==> src/rtl/axi_pkg.sv <==
// Shared types, response codes and burst address arithmetic for the AXI write slave.
// Width defaults may be overridden on the tool command line.
`ifndef ID_W_WIDTH
`define ID_W_WIDTH 4
`endif
`ifndef ADDR_WIDTH
`define ADDR_WIDTH 32
`endif
`ifndef DATA_WIDTH
`define DATA_WIDTH 32
`endif
`ifndef BRESP_WIDTH
`define BRESP_WIDTH 2
`endif

package axi_pkg;

  typedef enum logic [1:0] {
    FIXED = 2'b00,
    INCR  = 2'b01,
    WRAP  = 2'b10
  } burst_t;

  localparam logic [1:0] OKAY   = 2'b00;
  localparam logic [1:0] EXOKAY = 2'b01;
  localparam logic [1:0] SLVERR = 2'b10;

  // Entries carry the widest supported fields; the top zero-extends into them.
  localparam int ID_MAX   = 16;
  localparam int ADDR_MAX = 64;

  typedef struct packed {
    logic [ID_MAX-1:0]   id;
    logic [ADDR_MAX-1:0] addr;
    logic [7:0]          len;
    logic [2:0]          size;
    logic [1:0]          burst;
    logic                lock;
  } aw_entry_t;

  function automatic logic [ADDR_MAX-1:0] next_addr(
    input logic [ADDR_MAX-1:0] addr,
    input logic [7:0]          len,
    input logic [2:0]          size,
    input logic [1:0]          burst
  );
    logic [ADDR_MAX-1:0] incr;
    logic [ADDR_MAX-1:0] sum;
    logic [ADDR_MAX-1:0] wmask;
    logic [ADDR_MAX-1:0] result;
    incr  = ADDR_MAX'(1) << size;
    sum   = (addr & ~(incr - ADDR_MAX'(1))) + incr;
    // Wrap window is (len+1) transfers wide; keep the upper bits, let the low bits roll over.
    wmask = ((ADDR_MAX'(len) + ADDR_MAX'(1)) << size) - ADDR_MAX'(1);
    case (burst)
      2'b00:   result = addr;
      2'b01:   result = sum;
      2'b10:   result = (addr & ~wmask) | (sum & wmask);
      default: result = addr;
    endcase
    return result;
  endfunction

endpackage

==> src/rtl/axi_aw_fifo.sv <==
// Synchronous FIFO with first-word-fall-through read data, used as the
// outstanding write-address queue.
module axi_aw_fifo #(
  parameter int WIDTH = 8,
  parameter int DEPTH = 4
) (
  input  logic                         clk,
  input  logic                         rst_n,
  input  logic                         push,
  input  logic                         pop,
  input  logic [WIDTH-1:0]             wr_data,
  output logic [WIDTH-1:0]             rd_data,
  output logic                         full,
  output logic                         empty,
  output logic [$clog2(DEPTH+1)-1:0]   count
);

  localparam int PTR_W = (DEPTH > 1) ? $clog2(DEPTH) : 1;
  localparam int CNT_W = $clog2(DEPTH + 1);

  logic [WIDTH-1:0] mem_q [DEPTH];
  logic [PTR_W-1:0] wr_ptr_q, wr_ptr_d;
  logic [PTR_W-1:0] rd_ptr_q, rd_ptr_d;
  logic [CNT_W-1:0] count_q, count_d;
  logic             do_push_s;
  logic             do_pop_s;

  assign full      = (count_q == CNT_W'(DEPTH));
  assign empty     = (count_q == CNT_W'(0));
  assign count     = count_q;
  assign rd_data   = mem_q[rd_ptr_q];
  assign do_push_s = push && !full;
  assign do_pop_s  = pop && !empty;

  always_comb begin
    wr_ptr_d = wr_ptr_q;
    rd_ptr_d = rd_ptr_q;
    count_d  = count_q;
    if (do_push_s) begin
      wr_ptr_d = (wr_ptr_q == PTR_W'(DEPTH - 1)) ? PTR_W'(0) : wr_ptr_q + PTR_W'(1);
    end else begin
      wr_ptr_d = wr_ptr_q;
    end
    if (do_pop_s) begin
      rd_ptr_d = (rd_ptr_q == PTR_W'(DEPTH - 1)) ? PTR_W'(0) : rd_ptr_q + PTR_W'(1);
    end else begin
      rd_ptr_d = rd_ptr_q;
    end
    case ({do_push_s, do_pop_s})
      2'b10:   count_d = count_q + CNT_W'(1);
      2'b01:   count_d = count_q - CNT_W'(1);
      default: count_d = count_q;
    endcase
  end

  always_ff @(posedge clk or negedge rst_n) begin
    if (!rst_n) begin
      wr_ptr_q <= PTR_W'(0);
      rd_ptr_q <= PTR_W'(0);
      count_q  <= CNT_W'(0);
    end else begin
      wr_ptr_q <= wr_ptr_d;
      rd_ptr_q <= rd_ptr_d;
      count_q  <= count_d;
    end
  end

  always_ff @(posedge clk) begin
    if (do_push_s) begin
      mem_q[wr_ptr_q] <= wr_data;
    end
  end

endmodule

==> src/rtl/axi_wr_slave_ctrl.sv <==
// AXI write-path slave: queues write addresses, expands each burst into per-beat
// memory writes and returns one B response per burst.
module axi_wr_slave_ctrl
  import axi_pkg::*;
#(
  parameter int ID_W_WIDTH  = `ID_W_WIDTH,
  parameter int ADDR_WIDTH  = `ADDR_WIDTH,
  parameter int DATA_WIDTH  = `DATA_WIDTH,
  parameter int BRESP_WIDTH = `BRESP_WIDTH,
  parameter int AW_DEPTH    = 4
) (
  input  logic                    aclk,
  input  logic                    aresetn,
  input  logic                    awvalid,
  output logic                    awready,
  input  logic [ID_W_WIDTH-1:0]   awid,
  input  logic [ADDR_WIDTH-1:0]   awaddr,
  input  logic [7:0]              awlen,
  input  logic [2:0]              awsize,
  input  logic [1:0]              awburst,
  input  logic                    awlock,
  input  logic                    wvalid,
  output logic                    wready,
  input  logic [DATA_WIDTH-1:0]   wdata,
  input  logic [DATA_WIDTH/8-1:0] wstrb,
  input  logic                    wlast,
  output logic                    bvalid,
  input  logic                    bready,
  output logic [ID_W_WIDTH-1:0]   bid,
  output logic [BRESP_WIDTH-1:0]  bresp,
  output logic                    mem_we,
  output logic [ADDR_WIDTH-1:0]   mem_addr,
  output logic [DATA_WIDTH-1:0]   mem_wdata,
  output logic [DATA_WIDTH/8-1:0] mem_wstrb
);

  localparam int STRB_W   = DATA_WIDTH / 8;
  localparam int MAX_SIZE = $clog2(STRB_W);
  localparam int CNT_W    = $clog2(AW_DEPTH + 1);
  localparam int ENT_W    = $bits(aw_entry_t);

  typedef enum logic [1:0] {
    S_IDLE = 2'b00,
    S_DATA = 2'b01,
    S_RESP = 2'b10
  } state_t;

  state_t                 state_q, state_d;
  logic                   awready_q, awready_d;
  logic                   wready_q, wready_d;
  logic                   bvalid_q, bvalid_d;
  logic [ID_W_WIDTH-1:0]  bid_q, bid_d;
  logic [BRESP_WIDTH-1:0] bresp_q, bresp_d;
  logic [7:0]             beat_q, beat_d;
  logic                   err_q, err_d;
  logic [ADDR_WIDTH-1:0]  cur_addr_q, cur_addr_d;
  logic                   mem_we_q, mem_we_d;
  logic [ADDR_WIDTH-1:0]  mem_addr_q, mem_addr_d;
  logic [DATA_WIDTH-1:0]  mem_wdata_q, mem_wdata_d;
  logic [STRB_W-1:0]      mem_wstrb_q, mem_wstrb_d;

  aw_entry_t              in_entry_s;
  aw_entry_t              head_s;
  logic [ENT_W-1:0]       head_bits_s;
  logic                   fifo_full_s;
  logic                   fifo_empty_s;
  logic [CNT_W-1:0]       fifo_count_s;
  logic [CNT_W-1:0]       next_count_s;
  logic                   push_s;
  logic                   pop_s;
  logic                   w_hs_s;
  logic                   last_beat_s;
  logic                   wlast_err_s;
  logic                   cfg_err_s;
  logic [ADDR_WIDTH-1:0]  beat_addr_s;
  logic [ADDR_MAX-1:0]    na_s;
  logic                   unused_s;

  assign push_s      = awvalid && awready_q;
  assign pop_s       = bvalid_q && bready;
  assign head_s      = aw_entry_t'(head_bits_s);
  assign w_hs_s      = wvalid && wready_q;
  assign last_beat_s = (beat_q == head_s.len);
  assign wlast_err_s = w_hs_s && (wlast != last_beat_s);
  // The head entry stays put until its B handshake, so beat 0 reads its address directly.
  assign beat_addr_s = (beat_q == 8'd0) ? head_s.addr[ADDR_WIDTH-1:0] : cur_addr_q;
  assign na_s        = next_addr(ADDR_MAX'(beat_addr_s), head_s.len, head_s.size, head_s.burst);
  assign unused_s    = ^{head_s.id[ID_MAX-1:ID_W_WIDTH], head_s.addr[ADDR_MAX-1:ADDR_WIDTH],
                         head_s.lock, na_s[ADDR_MAX-1:ADDR_WIDTH], fifo_full_s};

  assign awready   = awready_q;
  assign wready    = wready_q;
  assign bvalid    = bvalid_q;
  assign bid       = bid_q;
  assign bresp     = bresp_q;
  assign mem_we    = mem_we_q;
  assign mem_addr  = mem_addr_q;
  assign mem_wdata = mem_wdata_q;
  assign mem_wstrb = mem_wstrb_q;

  always_comb begin
    in_entry_s       = '0;
    in_entry_s.id    = ID_MAX'(awid);
    in_entry_s.addr  = ADDR_MAX'(awaddr);
    in_entry_s.len   = awlen;
    in_entry_s.size  = awsize;
    in_entry_s.burst = awburst;
    in_entry_s.lock  = awlock;
  end

  axi_aw_fifo #(
    .WIDTH (ENT_W),
    .DEPTH (AW_DEPTH)
  ) u_aw_fifo (
    .clk     (aclk),
    .rst_n   (aresetn),
    .push    (push_s),
    .pop     (pop_s),
    .wr_data (in_entry_s),
    .rd_data (head_bits_s),
    .full    (fifo_full_s),
    .empty   (fifo_empty_s),
    .count   (fifo_count_s)
  );

  always_comb begin
    cfg_err_s = 1'b0;
    if (head_s.size > 3'(MAX_SIZE)) begin
      cfg_err_s = 1'b1;
    end else if (head_s.burst == 2'b11) begin
      cfg_err_s = 1'b1;
    end else if ((head_s.burst == WRAP) &&
                 !(head_s.len inside {8'd1, 8'd3, 8'd7, 8'd15})) begin
      cfg_err_s = 1'b1;
    end else begin
      cfg_err_s = 1'b0;
    end
  end

  always_comb begin
    next_count_s = fifo_count_s;
    if (push_s && !pop_s) begin
      next_count_s = fifo_count_s + CNT_W'(1);
    end else if (!push_s && pop_s) begin
      next_count_s = fifo_count_s - CNT_W'(1);
    end else begin
      next_count_s = fifo_count_s;
    end
  end

  always_comb begin
    state_d     = state_q;
    awready_d   = (next_count_s < CNT_W'(AW_DEPTH));
    wready_d    = wready_q;
    bvalid_d    = bvalid_q;
    bid_d       = bid_q;
    bresp_d     = bresp_q;
    beat_d      = beat_q;
    err_d       = err_q;
    cur_addr_d  = cur_addr_q;
    mem_we_d    = 1'b0;
    mem_addr_d  = mem_addr_q;
    mem_wdata_d = mem_wdata_q;
    mem_wstrb_d = mem_wstrb_q;
    case (state_q)
      S_IDLE: begin
        wready_d = 1'b0;
        // A push into an empty queue is visible at the head on the very next cycle.
        if (!fifo_empty_s || push_s) begin
          state_d  = S_DATA;
          wready_d = 1'b1;
          beat_d   = 8'd0;
          err_d    = 1'b0;
        end else begin
          state_d = S_IDLE;
        end
      end
      S_DATA: begin
        if (w_hs_s) begin
          mem_we_d    = !cfg_err_s;
          mem_addr_d  = beat_addr_s;
          mem_wdata_d = wdata;
          mem_wstrb_d = wstrb;
          cur_addr_d  = na_s[ADDR_WIDTH-1:0];
          beat_d      = beat_q + 8'd1;
          err_d       = err_q || wlast_err_s;
          if (last_beat_s) begin
            state_d  = S_RESP;
            wready_d = 1'b0;
            bvalid_d = 1'b1;
            bid_d    = head_s.id[ID_W_WIDTH-1:0];
            bresp_d  = (cfg_err_s || err_q || wlast_err_s) ? SLVERR : OKAY;
          end else begin
            wready_d = 1'b1;
          end
        end else begin
          wready_d = 1'b1;
        end
      end
      S_RESP: begin
        if (pop_s) begin
          bvalid_d = 1'b0;
          if ((fifo_count_s > CNT_W'(1)) || push_s) begin
            state_d  = S_DATA;
            wready_d = 1'b1;
            beat_d   = 8'd0;
            err_d    = 1'b0;
          end else begin
            state_d  = S_IDLE;
            wready_d = 1'b0;
          end
        end else begin
          bvalid_d = 1'b1;
          wready_d = 1'b0;
        end
      end
      default: begin
        state_d  = S_IDLE;
        wready_d = 1'b0;
        bvalid_d = 1'b0;
      end
    endcase
  end

  // Controller state and all registered outputs.
  always_ff @(posedge aclk or negedge aresetn) begin
    if (!aresetn) begin
      state_q     <= S_IDLE;
      awready_q   <= 1'b0;
      wready_q    <= 1'b0;
      bvalid_q    <= 1'b0;
      bid_q       <= '0;
      bresp_q     <= '0;
      beat_q      <= 8'd0;
      err_q       <= 1'b0;
      cur_addr_q  <= '0;
      mem_we_q    <= 1'b0;
      mem_addr_q  <= '0;
      mem_wdata_q <= '0;
      mem_wstrb_q <= '0;
    end else begin
      state_q     <= state_d;
      awready_q   <= awready_d;
      wready_q    <= wready_d;
      bvalid_q    <= bvalid_d;
      bid_q       <= bid_d;
      bresp_q     <= bresp_d;
      beat_q      <= beat_d;
      err_q       <= err_d;
      cur_addr_q  <= cur_addr_d;
      mem_we_q    <= mem_we_d;
      mem_addr_q  <= mem_addr_d;
      mem_wdata_q <= mem_wdata_d;
      mem_wstrb_q <= mem_wstrb_d;
    end
  end

endmodule

==> config.mk <==
export PLATFORM = sky130hd
export DESIGN_NAME = axi_wr_slave_ctrl
export DESIGN_NICKNAME = d
export VERILOG_FILES = /design/src/rtl/axi_pkg.sv /design/src/rtl/axi_aw_fifo.sv /design/src/rtl/axi_wr_slave_ctrl.sv
export SDC_FILE = /design/constraint.sdc
export NUM_CORES = 1
export LEC_CHECK = 0
export ABC_AREA = 0
export ABC_CLOCK_PERIOD_IN_PS = 9100
export CAP_MARGIN = 40
export CORE_MARGIN = 1
export CORE_UTILIZATION = 46
export CTS_BUF_LIST = sky130_fd_sc_hd__clkbuf_16
export CTS_CLUSTER_DIAMETER = 120
export DETAILED_ROUTE_END_ITERATION = 8
export MAX_ROUTING_LAYER = met4
export PLACE_DENSITY = 0.75
export SLEW_MARGIN = 20
export SYNTH_ARGS = -nofsm -noshare
export SYNTH_HDL_FRONTEND = slang
export SYNTH_SLANG_ARGS = --single-unit
==> constraint.sdc <==
create_clock -name aclk -period 9.1 [get_ports aclk]
set_clock_uncertainty 0.05 [all_clocks]
set_input_delay 1.82 -clock aclk [delete_from_list [all_inputs] [get_ports aclk]]
set_output_delay 1.82 -clock aclk [all_outputs]
set_load 0.03 [all_outputs]
==> flow_results.xml <==
<?xml version="1.0" encoding="UTF-8"?>
<metrics>
  <group name="worst_setup_path">
    <metric name="timing.critical_path.from_type" unit="">flip-flop</metric>
    <metric name="timing.critical_path.cells" unit="">mux4_2 &gt; nor2_1 &gt; nand2_1 &gt; ha_1 &gt; inv_1 &gt; nor2_1 &gt; a21oi_1 &gt; nor2_1 &gt; a311oi_1 &gt; ha_1 &gt; o21a_1 &gt; o21a_1 &gt; o21a_1 &gt; o21ai_0 &gt; o32ai_2 &gt; nor3b_2 &gt; nand4_1 &gt; nor4_1 &gt; xnor2_1 &gt; nor2_1 &gt; a221o_1</metric>
    <metric name="critical_path_arrival" unit="ns">7.25</metric>
    <metric name="data_required_time_of_the_critical_path" unit="ns">9.46</metric>
    <metric name="stage_delay_of_the_slowest_cell_on_the_critical_path" unit="ns">0.88</metric>
    <metric name="critical_path_buf_inv_count" unit="">1</metric>
    <metric name="critPathTopFamily" unit="">simple AND/OR/NAND/NOR gates</metric>
    <metric name="crit_path_top_delay_cell" unit="">sky130_fd_sc_hd__mux4_2</metric>
    <metric name="path_common_cell" unit="">sky130_fd_sc_hd__nor2_1</metric>
    <metric name="path_max_fanout" unit="">35</metric>
    <metric name="timing.setup.critical_path_class" unit="">flip-flop to flip-flop</metric>
    <metric name="category_of_the_worst_setup_path_capture_point" unit="">flip-flop</metric>
    <metric name="regToRegSetupSlack" unit="ns">2.21</metric>
  </group>
  <group name="power">
    <metric name="ir_drop_worst_case_vdd" unit="V">0.000216</metric>
    <metric name="power_per_cell_area" unit="mW/mm^2">307</metric>
    <metric name="leakage" unit="nW">7.30</metric>
    <metric name="netSwitchingPower" unit="mW">2.25</metric>
    <metric name="design_internal_power" unit="mW">3.72</metric>
    <metric name="p_clk_frac" unit="">0.251</metric>
    <metric name="netSwitchingFraction" unit="">0.377</metric>
    <metric name="seq_power_share" unit="">0.353</metric>
    <metric name="combinationalPowerShare" unit="">0.396</metric>
  </group>
  <group name="logic_synthesis">
    <metric name="seq_area_frac_synth" unit="">0.557</metric>
    <metric name="postSynthRegisterBits" unit="">323</metric>
    <metric name="synth.avg_cell_area" unit="um^2">11.7</metric>
    <metric name="muxShareOfSynthArea" unit="">0.101</metric>
    <metric name="post_synth_fa_ha_maj_area_fraction" unit="">0.0238</metric>
    <metric name="synth_edf_count" unit="">196</metric>
    <metric name="synth_flop_cell" unit="">sky130_fd_sc_hd__edfxtp_1</metric>
    <metric name="yosys.area.top_type" unit="">sky130_fd_sc_hd__edfxtp_1</metric>
    <metric name="synthesis.instances" unit="">1389</metric>
    <metric name="post_synthesis_share_of_cell_area_spent_on_and_or_nand_and_nor_gates" unit="">0.149</metric>
    <metric name="synth.yosys.warnings" unit="">0</metric>
    <metric name="number_of_library_cell_types_mapped_by_synthesis" unit="">102</metric>
    <metric name="synth_compound_area_frac" unit="">0.113</metric>
    <metric name="synthesis.area" unit="mm^2">0.0163</metric>
    <metric name="yosys-top-cells-area" unit="">sky130_fd_sc_hd__edfxtp_1 (36%), sky130_fd_sc_hd__dfrtp_1 (20%), sky130_fd_sc_hd__mux4_2 (6.8%), sky130_fd_sc_hd__nand2_1 (5.6%), sky130_fd_sc_hd__ha_1 (2.4%)</metric>
    <metric name="synthXorXnorAreaFrac" unit="">0.0221</metric>
    <metric name="yosysTopAreaCellShare" unit="">0.362</metric>
    <metric name="post_synth_arst_share" unit="">0.393</metric>
    <metric name="combinational_family_with_the_most_area_after_synthesis" unit="">simple AND/OR/NAND/NOR gates</metric>
    <metric name="synth_nets" unit="">1512</metric>
  </group>
  <group name="global_routing">
    <metric name="via_count_of_the_first_global_routing_pass" unit="">11303</metric>
    <metric name="grt_antenna_before_repair" unit="">1</metric>
    <metric name="grt_pass1_wl" unit="mm">62.9</metric>
    <metric name="grt_start_max_net_pins" unit="">89</metric>
    <metric name="globalRouteTotalUtil" unit="">0.230</metric>
    <metric name="grt_overflow" unit="">0</metric>
  </group>
  <group name="route">
    <metric name="drt.antenna.violating_nets" unit="">0</metric>
    <metric name="average_via_count_per_standard_cell" unit="">5.84</metric>
    <metric name="detailedRoute.firstIterationViolations" unit="">1053</metric>
    <metric name="detailroute.via_count" unit="">11776</metric>
    <metric name="postRouteWirelength" unit="mm">40.4</metric>
    <metric name="post-route-drc-count" unit="">0</metric>
    <metric name="routed_wire_length_per_instance" unit="um">20.0</metric>
    <metric name="detailedRoute.firstPassIterationCount" unit="">6</metric>
  </group>
  <group name="final_layout">
    <metric name="most_frequent_cells_in_the_layout" unit="">sky130_fd_sc_hd__nand2_1 (241), sky130_fd_sc_hd__edfxtp_1 (196), sky130_fd_sc_hd__clkdlybuf4s50_1 (166), sky130_fd_sc_hd__dfrtp_1 (125), sky130_fd_sc_hd__nor2_1 (94)</metric>
    <metric name="final_layout_size_suffix_gt1_frac" unit="">0.110</metric>
    <metric name="layout_area_overhead" unit="%">19.8</metric>
    <metric name="most_common_cell_after_layout_fill_and_taps_aside" unit="">sky130_fd_sc_hd__nand2_1</metric>
    <metric name="design_area" unit="mm^2">0.0195</metric>
    <metric name="finished_layout_cells" unit="">2018</metric>
    <metric name="fin_nets" unit="">1659</metric>
    <metric name="insertedDiodeCount" unit="">0</metric>
    <metric name="layout.filler_cells" unit="">2851</metric>
  </group>
  <group name="clocking">
    <metric name="cts_setup_buffers" unit="">0</metric>
    <metric name="ctsLongestPathBuffers" unit="">3</metric>
    <metric name="cts_hold_buf" unit="">0</metric>
    <metric name="cts_made_buffers" unit="">37</metric>
    <metric name="cts_tree" unit="">built</metric>
    <metric name="clkLatencyLatePin" unit="ns">0.54</metric>
    <metric name="cts-root-buf" unit="">sky130_fd_sc_hd__clkbuf_16</metric>
    <metric name="htreeDepth" unit="">2</metric>
    <metric name="post_cts_resize_count" unit="">0</metric>
    <metric name="clock-sinks" unit="">323</metric>
    <metric name="clk_transition_reported_paths" unit="ns">0.06</metric>
  </group>
  <group name="floorplanning">
    <metric name="placementRows" unit="">68</metric>
    <metric name="dieHeight" unit="um">190</metric>
    <metric name="initial_utilization" unit="">0.470</metric>
    <metric name="chipWidth" unit="um">190</metric>
    <metric name="i_o_pin_total" unit="">170</metric>
    <metric name="core_area" unit="mm^2">0.0346</metric>
    <metric name="fp.dieArea" unit="mm^2">0.0361</metric>
  </group>
  <group name="sta">
    <metric name="period_needed" unit="ns">6.89</metric>
    <metric name="rsz0062_at_grt" unit="">no</metric>
    <metric name="timing_worst_slew_pin_value" unit="ns">0.869</metric>
    <metric name="setup_failing_eps_final" unit="">0</metric>
    <metric name="timing.fmax" unit="GHz">0.145</metric>
    <metric name="ratio_of_final_minimum_period_to_clock_period" unit="">0.757</metric>
    <metric name="timing.slew.headroom" unit="">0.418</metric>
    <metric name="finalHoldViolations" unit="">0</metric>
    <metric name="totalNegativeSetupSlack" unit="ns">0</metric>
    <metric name="finalMaxSlewViolations" unit="">0</metric>
  </group>
  <group name="min_path">
    <metric name="timing.hold.worst.class" unit="">flip-flop to flip-flop</metric>
  </group>
  <group name="place">
    <metric name="dp.cells" unit="">1950</metric>
    <metric name="port-buffer-count" unit="">167</metric>
    <metric name="total_cell_area_at_the_placement_stage" unit="mm^2">0.0182</metric>
    <metric name="dp_hpwl" unit="mm">26.9</metric>
    <metric name="gp_congestion" unit="">0.919</metric>
  </group>
  <group name="flow_run">
    <metric name="cap_viol_max_count" unit="">0</metric>
  </group>
  <group name="status">
    <metric name="run_status" unit="">completed</metric>
  </group>
</metrics>
## metrics by stage
step	setup WS, ns	total power [mW]	hold slack (ns)	util
after floorplan	3.83	3.69	0.394	-
after global placement	2.42	4.42	0.406	0.526
after detailed placement	2.33	4.48	0.412	0.526
after CTS	2.32	6.00	0.427	0.561
after global routing	1.72	6.31	0.441	0.563
final	2.21	5.98	0.422	0.563
## worst register-to-register path, delay by kind of cell (launching register included)
family	cells	cell delay, ns
compound gates	8	1.57
xor+xnor	1	0.18
fa+ha+maj	2	0.60
buf+inv	1	0.15
flops	1	0.79
mux	1	0.90
simple gates	8	2.51
## sequential cells by signal, indices dropped and copies added, names as in the netlist
| name | flops |
|---|---|
| state_q | 2 |
| mem_wstrb | 4 |
| u_aw_fifo.rd_ptr_q | 2 |
| wready | 1 |
| cur_addr_q | 32 |
| u_aw_fifo.wr_ptr_q | 2 |
| mem_addr | 32 |
| awready | 1 |
| bid | 4 |
| mem_wdata | 32 |
| mem_we | 1 |
| beat_q | 8 |
| u_aw_fifo.count | 3 |
| err_q | 1 |
| bvalid | 1 |
| u_aw_fifo.mem_q | 196 |
| bresp | 1 |
## power groups by stage
stage	Clock, mW	Combinational (mW)	Sequential, mW
4_1_cts	1.53	2.35	2.11
5_1_grt	1.59	2.57	2.15
3_3_place_gp	0	2.31	2.12
3_5_place_dp	0	2.34	2.14
6_report	1.50	2.37	2.11
2_1_floorplan	0	1.31	2.39
## cell type report
type | count | area (um^2) | share of cell area
Tap cell | 455 | 569 | 0.0292
Clock inverter | 28 | 280 | 0.0144
Inverter | 30 | 113 | 0.00578
Clock buffer | 38 | 951 | 0.0488
Multi-Input combinational cell | 959 | 6660 | 0.342
Sequential cell | 323 | 9070 | 0.465
Timing Repair Buffer | 185 | 1850 | 0.0947
## worst paths after layout
check	startpoint	to	cells past startpoint
max in group asynchronous	aresetn	mem_addr[1]$_DFFE_PN0P_	3
setup reg to reg	u_aw_fifo.rd_ptr_q[0]$_DFFE_PN0P_	cur_addr_q[24]$_DFFE_PN0P_	21
hold reg to reg	mem_addr[31]$_DFFE_PN0P_	mem_addr[31]$_DFFE_PN0P_	2
min in group asynchronous	aresetn	bid[1]$_DFFE_PN0P_	1
setup / recovery	u_aw_fifo.rd_ptr_q[0]$_DFFE_PN0P_	cur_addr_q[24]$_DFFE_PN0P_	21
hold / removal	mem_addr[31]$_DFFE_PN0P_	mem_addr[31]$_DFFE_PN0P_	2
## kinds of logic (layout without fill, tap and decap cells)
kind of cell	after synthesis	count (layout)
AO/OA/AOI/OAI	272	272
XOR/XNOR	41	41
adder cells (fa/ha/maj)	31	31
buffers and inverters	107	281
flip-flops	323	323
multiplexers	100	100
other	1	1
AND/OR/NAND/NOR	514	514
## layer usage
| metal | GRT usage | up-vias | routed length (um) |
|---|---|---|---|
| met1 | 0.328 | 5734 | 17900 |
| met4 | 0.0648 | 0 | 888 |
| li1 | - | 5460 | - |
| met3 | 0.0371 | 75 | 3520 |
| met2 | 0.340 | 507 | 18100 |
| met5 | - | - | 0 |
## cells in the mapped netlist, types with 16 or more instances
cell                       count
sky130_fd_sc_hd__nor2_1       94
sky130_fd_sc_hd__o21ai_0      71
sky130_fd_sc_hd__nor3_1       27
sky130_fd_sc_hd__xnor2_1      32
sky130_fd_sc_hd__nand3_1      30
sky130_fd_sc_hd__mux2i_1      33
sky130_fd_sc_hd__nand2_1     241
sky130_fd_sc_hd__ha_1         31
sky130_fd_sc_hd__inv_1        29
sky130_fd_sc_hd__a21oi_1      49
sky130_fd_sc_hd__clkbuf_1     38
sky130_fd_sc_hd__dfrtp_1     127
sky130_fd_sc_hd__edfxtp_1    196
sky130_fd_sc_hd__mux2_2       16
sky130_fd_sc_hd__mux4_2       49
(Power assumes the default switching activity.)
